$ cat config.mk
export PLATFORM = sky130hd
export DESIGN_NAME = axi_lite_master_bridge
export DESIGN_NICKNAME = d
export VERILOG_FILES = /design/src/rtl/axi_lite_master_bridge.sv
export SDC_FILE = /design/constraint.sdc
export NUM_CORES = 1
export LEC_CHECK = 0
export CORE_MARGIN = 1.5
export CORE_UTILIZATION = 43
export CTS_CLUSTER_SIZE = 14
export DETAILED_ROUTE_END_ITERATION = 8
export PLACE_DENSITY = 0.86
export REMOVE_ABC_BUFFERS = 1
export SYNTH_ARGS = -nofsm -noshare
export SYNTH_HDL_FRONTEND = slang
export SYNTH_SLANG_ARGS = --single-unit
$ cat constraint.sdc
create_clock -name ACLK -period 10 [get_ports ACLK]
set_input_delay 1.5 -clock ACLK [delete_from_list [all_inputs] [get_ports ACLK]]
set_output_delay 1.5 -clock ACLK [all_outputs]
set_load 0.02 [all_outputs]
$ cat src/rtl/axi_lite_master_bridge.sv
// AXI4-Lite initiator: turns single-beat register commands into AXI4-Lite write or read
// transactions, one outstanding at a time, with a wait-state timeout for hung slaves.
module axi_lite_master_bridge #(
   parameter int REG_WIDTH      = 32,
   parameter int ADDR_WIDTH     = 32,
   parameter int TIMEOUT_CYCLES = 256
) (
   input  logic                   ACLK,
   input  logic                   ARESET,
   input  logic                   cmd_valid,
   output logic                   cmd_ready,
   input  logic                   cmd_write,
   input  logic [ADDR_WIDTH-1:0]  cmd_addr,
   input  logic [REG_WIDTH-1:0]   cmd_wdata,
   input  logic [REG_WIDTH/8-1:0] cmd_wstrb,
   output logic                   rsp_valid,
   input  logic                   rsp_ready,
   output logic [REG_WIDTH-1:0]   rsp_rdata,
   output logic [1:0]             rsp_resp,
   output logic                   rsp_timeout,
   output logic [ADDR_WIDTH-1:0]  AWADDR,
   output logic                   AWVALID,
   input  logic                   AWREADY,
   output logic [REG_WIDTH-1:0]   WDATA,
   output logic [REG_WIDTH/8-1:0] WSTRB,
   output logic                   WVALID,
   input  logic                   WREADY,
   input  logic                   BVALID,
   output logic                   BREADY,
   input  logic [1:0]             BRESP,
   output logic [ADDR_WIDTH-1:0]  ARADDR,
   output logic                   ARVALID,
   input  logic                   ARREADY,
   input  logic                   RVALID,
   output logic                   RREADY,
   input  logic [REG_WIDTH-1:0]   RDATA,
   input  logic [1:0]             RRESP
);

   localparam int CW = $clog2(TIMEOUT_CYCLES);
   localparam logic [CW-1:0] TMAX = CW'(TIMEOUT_CYCLES - 1);

   typedef enum logic [2:0] {IDLE, WR_REQ, WR_RESP, RD_REQ, RD_DATA, RESP} state_t;

   state_t                 state_q, state_d;
   logic [CW-1:0]          cnt_q, cnt_d;
   logic [ADDR_WIDTH-1:0]  addr_q, addr_d;
   logic [REG_WIDTH-1:0]   wdata_q, wdata_d;
   logic [REG_WIDTH/8-1:0] wstrb_q, wstrb_d;
   logic [REG_WIDTH-1:0]   rspRdata_q, rspRdata_d;
   logic [1:0]             rspResp_q, rspResp_d;
   logic                   rspTimeout_q, rspTimeout_d;
   logic                   awValid_q, awValid_d, wValid_q, wValid_d, arValid_q, arValid_d;
   logic                   bReady_q, bReady_d, rReady_q, rReady_d;
   logic                   cmdReady_q, cmdReady_d, rspValid_q, rspValid_d;
   logic                   awDone, wDone, waiting, expired;

   // Next state; an expired wait counter overrides whatever the bus did on that edge.
   always_comb begin
      state_d      = state_q;
      addr_d       = addr_q;
      wdata_d      = wdata_q;
      wstrb_d      = wstrb_q;
      rspRdata_d   = rspRdata_q;
      rspResp_d    = rspResp_q;
      rspTimeout_d = rspTimeout_q;
      awDone       = !awValid_q || AWREADY;
      wDone        = !wValid_q || WREADY;
      waiting      = (state_q inside {WR_REQ, WR_RESP, RD_REQ, RD_DATA});
      expired      = waiting && (cnt_q == TMAX);
      if (expired) begin
         state_d      = RESP;
         rspResp_d    = 2'b10;
         rspTimeout_d = 1'b1;
         rspRdata_d   = '0;
      end else begin
         unique case (state_q)
            IDLE: begin
               if (cmd_valid && cmdReady_q) begin
                  addr_d       = cmd_addr;
                  wdata_d      = cmd_wdata;
                  wstrb_d      = cmd_wstrb;
                  rspTimeout_d = 1'b0;
                  state_d      = cmd_write ? WR_REQ : RD_REQ;
               end
            end
            WR_REQ: begin
               if (awDone && wDone) state_d = WR_RESP;
            end
            WR_RESP: begin
               if (BVALID && bReady_q) begin
                  rspResp_d  = BRESP;
                  rspRdata_d = '0;
                  state_d    = RESP;
               end
            end
            RD_REQ: begin
               if (ARREADY && arValid_q) state_d = RD_DATA;
            end
            RD_DATA: begin
               if (RVALID && rReady_q) begin
                  rspResp_d  = RRESP;
                  rspRdata_d = RDATA;
                  state_d    = RESP;
               end
            end
            RESP: begin
               if (rsp_ready && rspValid_q) state_d = IDLE;
            end
            default: state_d = IDLE;
         endcase
      end

      cnt_d = (state_d != state_q) ? '0 : (waiting ? cnt_q + 1'b1 : cnt_q);

      // AW and W each retire on their own handshake while the pair stays in WR_REQ.
      awValid_d = 1'b0;
      wValid_d  = 1'b0;
      if (state_d == WR_REQ) begin
         awValid_d = (state_q == WR_REQ) ? (awValid_q && !AWREADY) : 1'b1;
         wValid_d  = (state_q == WR_REQ) ? (wValid_q && !WREADY) : 1'b1;
      end
      arValid_d  = (state_d == RD_REQ);
      bReady_d   = (state_d == WR_RESP);
      rReady_d   = (state_d == RD_DATA);
      rspValid_d = (state_d == RESP);
      cmdReady_d = (state_d == IDLE);
   end

   always_ff @(posedge ACLK or posedge ARESET) begin
      if (ARESET) begin
         state_q      <= IDLE;
         cnt_q        <= '0;
         addr_q       <= '0;
         wdata_q      <= '0;
         wstrb_q      <= '0;
         rspRdata_q   <= '0;
         rspResp_q    <= '0;
         rspTimeout_q <= 1'b0;
         awValid_q    <= 1'b0;
         wValid_q     <= 1'b0;
         arValid_q    <= 1'b0;
         bReady_q     <= 1'b0;
         rReady_q     <= 1'b0;
         cmdReady_q   <= 1'b0;
         rspValid_q   <= 1'b0;
      end else begin
         state_q      <= state_d;
         cnt_q        <= cnt_d;
         addr_q       <= addr_d;
         wdata_q      <= wdata_d;
         wstrb_q      <= wstrb_d;
         rspRdata_q   <= rspRdata_d;
         rspResp_q    <= rspResp_d;
         rspTimeout_q <= rspTimeout_d;
         awValid_q    <= awValid_d;
         wValid_q     <= wValid_d;
         arValid_q    <= arValid_d;
         bReady_q     <= bReady_d;
         rReady_q     <= rReady_d;
         cmdReady_q   <= cmdReady_d;
         rspValid_q   <= rspValid_d;
      end
   end

   assign cmd_ready   = cmdReady_q;
   assign rsp_valid   = rspValid_q;
   assign rsp_rdata   = rspRdata_q;
   assign rsp_resp    = rspResp_q;
   assign rsp_timeout = rspTimeout_q;
   assign AWADDR      = addr_q;
   assign ARADDR      = addr_q;
   assign WDATA       = wdata_q;
   assign WSTRB       = wstrb_q;
   assign AWVALID     = awValid_q;
   assign WVALID      = wValid_q;
   assign ARVALID     = arValid_q;
   assign BREADY      = bReady_q;
   assign RREADY      = rReady_q;

endmodule

---- After elaboration in Yosys (flattened, before gate mapping) ----
Cells that the tools add are included.
word-level totals
  flip-flop bits (word level) ............. 121
  input bits .............................. 114
  word-level logic and storage cells ...... 82
operators by class
  add/sub/neg operators ................... 1
  equal/unequal tests ..................... 14
  mux-type cells .......................... 26
  bitwise gates (word level) .............. 1
  reductions and logical operators ........ 25
operator list
  cell                   number
  $mux W32               3
  $pmux W32 S2           1
  $mux W3                7
  $pmux W3 S6            1
  $mux W8                2
  $eq A3 B2 Y1 const B   4
  $eq A3 B3 Y1 const B   4
  $logic_and A1 B1 Y1    9
  $add A8 B1 Y8 const B  1
  $eq A8 B8 Y1 const B   1
  $mux W2                4
  $mux W1                7
  $eq A3 B1 Y1 const B   2
  $logic_not A3 Y1       2
  $ne A3 B2 Y1 const B   2
  $reduce_and A3 Y1      2
  $reduce_bool A2 Y1     3
  $logic_not A1 Y1       4
  $pmux W2 S2            1
  $reduce_bool A4 Y1     1
  $ne A3 B3 Y1           1
  $reduce_bool A3 Y1     1
  $logic_or A1 B1 Y1     2
  $reduce_and A2 Y1      1
  $not A1 Y1             1

---- Depth between registers and ports, before layout ----
  depth after elaboration ................. 8
  depth in mapped cells ................... 7

---- Worst setup path before layout ----
OpenSTA, ideal clock, no wires.
  path kind ............................... input to register
  from .................................... input cmd_valid
  to ...................................... register awValid_q (netlist: AWVALID)
  data arrival time ....................... 2.638 ns
  required time ........................... 9.860 ns
  path slack .............................. 7.221 ns
  stages on the path ...................... 7
  buffers on the path ..................... 2
  cell sequence ........................... nand2_1 -> or4_1 -> buf_4 -> buf_6 -> o211a_1 -> o211ai_1 -> a21oi_1
between the ends
  cells in the longest elaborated chain, start to end .. 6
RTL lines
  item                  RTL line  text
  start, declared       10        input logic cmd_valid,
  $logic_and A1 B1 Y1   79        if (cmd_valid && cmdReady_q) begin
  $mux W3               79
  $pmux W3 S6           77        unique case (state_q)
  $mux W3               71        if (expired) begin
  $eq A3 B1 Y1          119       if (state_d == WR_REQ) begin
  $mux W1               119
  net awValid_d         53        logic awValid_q, awValid_d, wValid_q, wValid_d, arValid_q, arValid_d;
  end signal, assigned  156       awValid_q <= awValid_d;
  end, declared         53
The timed path passes the listed nets, and every way through them passes these cells.
A chain may end at the register's enable or synchronous reset.

---- Worst setup path after layout ----
  from .................................... input cmd_valid
  to ...................................... register cnt_q[0]
between the ends
  cells in the longest elaborated chain, start to end .. 6
  elaborated cells on any way between the ends .. 7
  classes of those cells .................. eq/ne (1); mux (4); reduce/logical (2)
RTL lines
  item                                                  RTL line  text
  $logic_and A1 B1 Y1 (*)                               79
  $mux W3 (*)                                           79
  $pmux W3 S6 (*)                                       77
  $mux W3 (*)                                           71
  $ne A3 B3 Y1 (*)                                      114       cnt_d = (state_d != state_q) ? '0 : (waiting ? cnt_q + 1'b1 : cnt_q);
  $mux W8 / $reduce_bool A2 Y1 (equally long branches)  --
  end signal, assigned                                  149       cnt_q <= cnt_d;
  end, declared                                         46        logic [CW-1:0] cnt_q, cnt_d;
Mark *: on every way between the ends. The rest lies on a longest branch, timed or not.

==> summary.md <==
| Metric | Value |
|---|---|
| Cell variety after synth | `45` |
| Status | `finished, violations left` |
| Ys flop type | `dfrtp_1` |
| CTS root buffer | `clkbuf_16` |
| Peak supply drop | `0.248 mV` |
| Final TNS setup | `0 ns` |
| Drt first pass iters | `8` |
| Worst setup SP type | `input port` |
| Starting DRT DRC Count | `196` |
| Worst reg2reg startpoint | `state_q[0]` |
| Global placement routability congestion | `0.849` |
| Share of cells above drive strength 1 | `0.185` |
| Syn_area_per_cell | `13.9 sq um` |
| N_diodes | `0` |
| Clk_lat worst skew | `0.40 ns` |
| Post-route clock period utilization | `0.354` |
| Sw Share | `0.353` |
| LEAKAGE | `3.42 nW` |
| RSZ-0062 raised after global routing | `no` |
| Comb pwr share | `0.466` |
| #FFs+latches synth | `121` |
| Core area | `11500 sq um` |
| Area after DPL | `7490 sq um` |
| CTS Hold Bufs | `0` |
| Hold WC Path Type | `flip-flop to flip-flop` |
| Final Hold Vio Count | `0` |
| Final core utilization | `0.704` |
| Worst R2R End | `cnt_q[0]` |
| Vias in the first global route | `4152` |
| Commonest cells in the netlist | `dfrtp_1, mux2_2, buf_4, a22o_1` |
| Worst setup path endpoint | `cnt_q[0]` |
| Reg2reg setup slack | `7.20 ns` |
| Antenna violations before repair | `0` |
| Die height | `112 microns` |
| Slew @ Worst Pin | `1.29 ns` |
| WL final | `13700 microns` |
| Met3 Use GR | `0.0844` |
| Initial core utilization | `0.443` |
| Synth Instances | `368` |
| Worst path max stage delay | `0.67 ns` |
| Vias per cell | `5.11` |
| Critical-path top delay cell | `buf_4` |
| TritonCTS clock tree | `built` |
| Resized Gates After CTS | `0` |
| GR peak layer | `met2` |
| Design Power | `2.72 mW` |
| Total CTS buffers | `17` |
| Clock power frac | `0.233` |
| Synth async-reset ratio | `1.00` |
| Failing checks | `design-rule violations` |
| Critical setup path kind | `input port to flip-flop` |
| Wire per inst | `18.2 microns` |
| Pwr Density | `336 nW/um^2` |
| Detailed Place HPWL | `9850 microns` |
| Synthesis-to-layout area growth | `58.7%` |
| Rows | `39` |
| Fmax achieved | `283 MHz` |
| Fin nets | `709` |
| Antenna Nets Post-Route | `0` |
| Final Instance Area | `8100 sq um` |
| Die width | `112 microns` |
| Largest net degree at the start of global routing | `73` |
| Post-Syn Area | `5110 sq um` |
| CP cell instances | `clkdlybuf4s50_1 -> nand2_1 -> or4_2 -> buf_4 -> nand4_4 -> or4_4 -> a211oi_1` |
| H-tree Lvls | `4` |
| CTS Buffer Depth | `2` |
| IO Pins | `256` |
| Yosys top cell area share | `0.593` |
| Worst hold slack | `0.501 ns` |
| CP startpoint | `cmd_valid` |
| DRC Markers | `11` |
| Grt met1 use | `0.238` |
| Relative slew slack | `0.142` |
| Crit-path max FO | `72` |
| Critical path arrival | `3.83 ns` |
| Congestion Overflow GR | `0` |
| Vias after detailed routing | `3833` |
| Total GRT Usage | `0.222` |
| Worst Skew | `0.00840 ns` |
| Post-synth EDFFs | `0` |
| Seq pwr share | `0.301` |
| CP endpoint kind | `flip-flop` |
| Synth top area cells | `dfrtp_1, mux2_2, a22o_1` |
| NetSw | `0.961 mW` |
| Die area | `12500 sq um` |
| First-pass GRT wire length | `21500 microns` |
| # setup viols final | `0` |
| CTS sink cnt | `121` |
| Syn. warnings | `0` |
| Register area share after synthesis | `0.593` |
| Fill count | `822` |
| Area leader, netlist | `dfrtp_1` |
| CP required | `10.30 ns` |
| Fin. max-slew vios | `0` |
| Setup Fix Bufs, Post-CTS | `0` |
| Clock slew seen by the registers of the worst setup and hold paths | `0.05 ns` |
| Reg2Reg Depth | `6` |
| Global Route met2 Usage | `0.398` |
| Max Cap Viol | `0` |
| Most common cell in the netlist | `dfrtp_1` |
| Hold Startpoint | `WSTRB[0]` |
| Number of buffers inserted by port buffering | `255` |
| Pint | `1.76 mW` |
| Final Critical Period | `3.54 ns` |
-- layout by cell type, fill, tap and decap left out, types with 2 or more instances in the layout --
cell	count
buf_4	3
mux2_2	68
clkbuf_8	2
inv_1	3
nand4_1	2
clkdlybuf4s50_1	255
a211oi_1	9
nand2b_1	2
nor2b_1	3
nor3_1	3
o21ai_0	2
bufinv_16	4
clkbuf_16	17
nor2_2	3
clkinv_2	3
o21a_1	2
mux2i_1	2
xnor2_1	5
nor2_1	6
nor4_1	4
a22o_1	32
o211ai_1	2
nor3b_1	3
nand4b_1	2
dfrtp_1	121
xor2_1	2
and3_1	2
nand3_1	8
nand2_1	9
clkbuf_1	5
a21oi_1	4
-- layer usage --
layer,vias to the layer above,part of all wire
li1,1754,-
met2,163,0.54
met1,1898,0.36
met4,0,0.016
met5,-,0
met3,18,0.078
-- area by class of cell --
class / count / area [sq um] / share of cell area
Tap cell: 143 / 179 / 0.0221
Clock buffer: 24 / 472 / 0.0582
Clock inverter: 8 / 143 / 0.0176
Timing Repair Buffer: 258 / 2570 / 0.318
Multi-Input combinational cell: 192 / 1690 / 0.209
Sequential cell: 121 / 3030 / 0.374
Inverter: 4 / 17.5 / 0.00216
-- cells by family (layout without fill, tap and decap cells) --
group / Yosys count / in the layout / share of synthesized area
AOI/OAI and AO/OA: 59 / 59 / 0.0956
muxes: 70 / 70 / 0.154
DFF: 121 / 121 / 0.593
adders and majority gates: 1 / 1 / 0.00245
buffers and inverters: 55 / 294 / 0.0767
xor gates and xnor gates: 7 / 7 / 0.0120
and+or+nand+nor: 55 / 55 / 0.0664
-- power by group through the flow --
stage | combinational [mW] | clock (mW) | sequential (mW)
floorplan | 0.344 | 0 | 1.11
global placement | 1.25 | 0 | 0.810
detailed placement | 1.27 | 0 | 0.824
CTS | 1.28 | 0.650 | 0.820
global route | 1.33 | 0.669 | 0.844
finish | 1.27 | 0.636 | 0.820
-- worst max-delay path, delay by kind of cell --
kind,cells,cell delay [ns]
compound gates,1,0.28
simple gates,4,0.95
buf+inv,2,1.08
-- flip-flops by register name, indices dropped and copies added (netlist names) --
register / flops
cnt_q: 8
rsp_resp: 2
rsp_rdata: 32
state_q: 3
WVALID: 1
cmd_ready: 1
ARVALID: 1
rsp_valid: 1
WSTRB: 4
ARADDR: 32
rsp_timeout: 1
AWVALID: 1
RREADY: 1
BREADY: 1
WDATA: 32
-- through the flow --
step	setup WS (ns)	instances
after floorplan	5.29	317
after global placement	6.10	718
after detailed placement	6.02	718
after CTS	6.43	750
after global routing	6.30	750
final	6.46	750
-- how the worst min path moves through the flow --
stage | endpoint | slack, ns | cells after the start
after floorplan | cnt_q[6] | 0.53 | 2
after global placement | rsp_timeout | 0.48 | 1
after detailed placement | rsp_timeout | 0.49 | 1
after CTS | WSTRB[0] | 0.50 | 1
after global routing | rsp_rdata[3] | 0.51 | 1
final | WSTRB[0] | 0.50 | 1
Note: power is estimated with default switching activity, not from simulation.
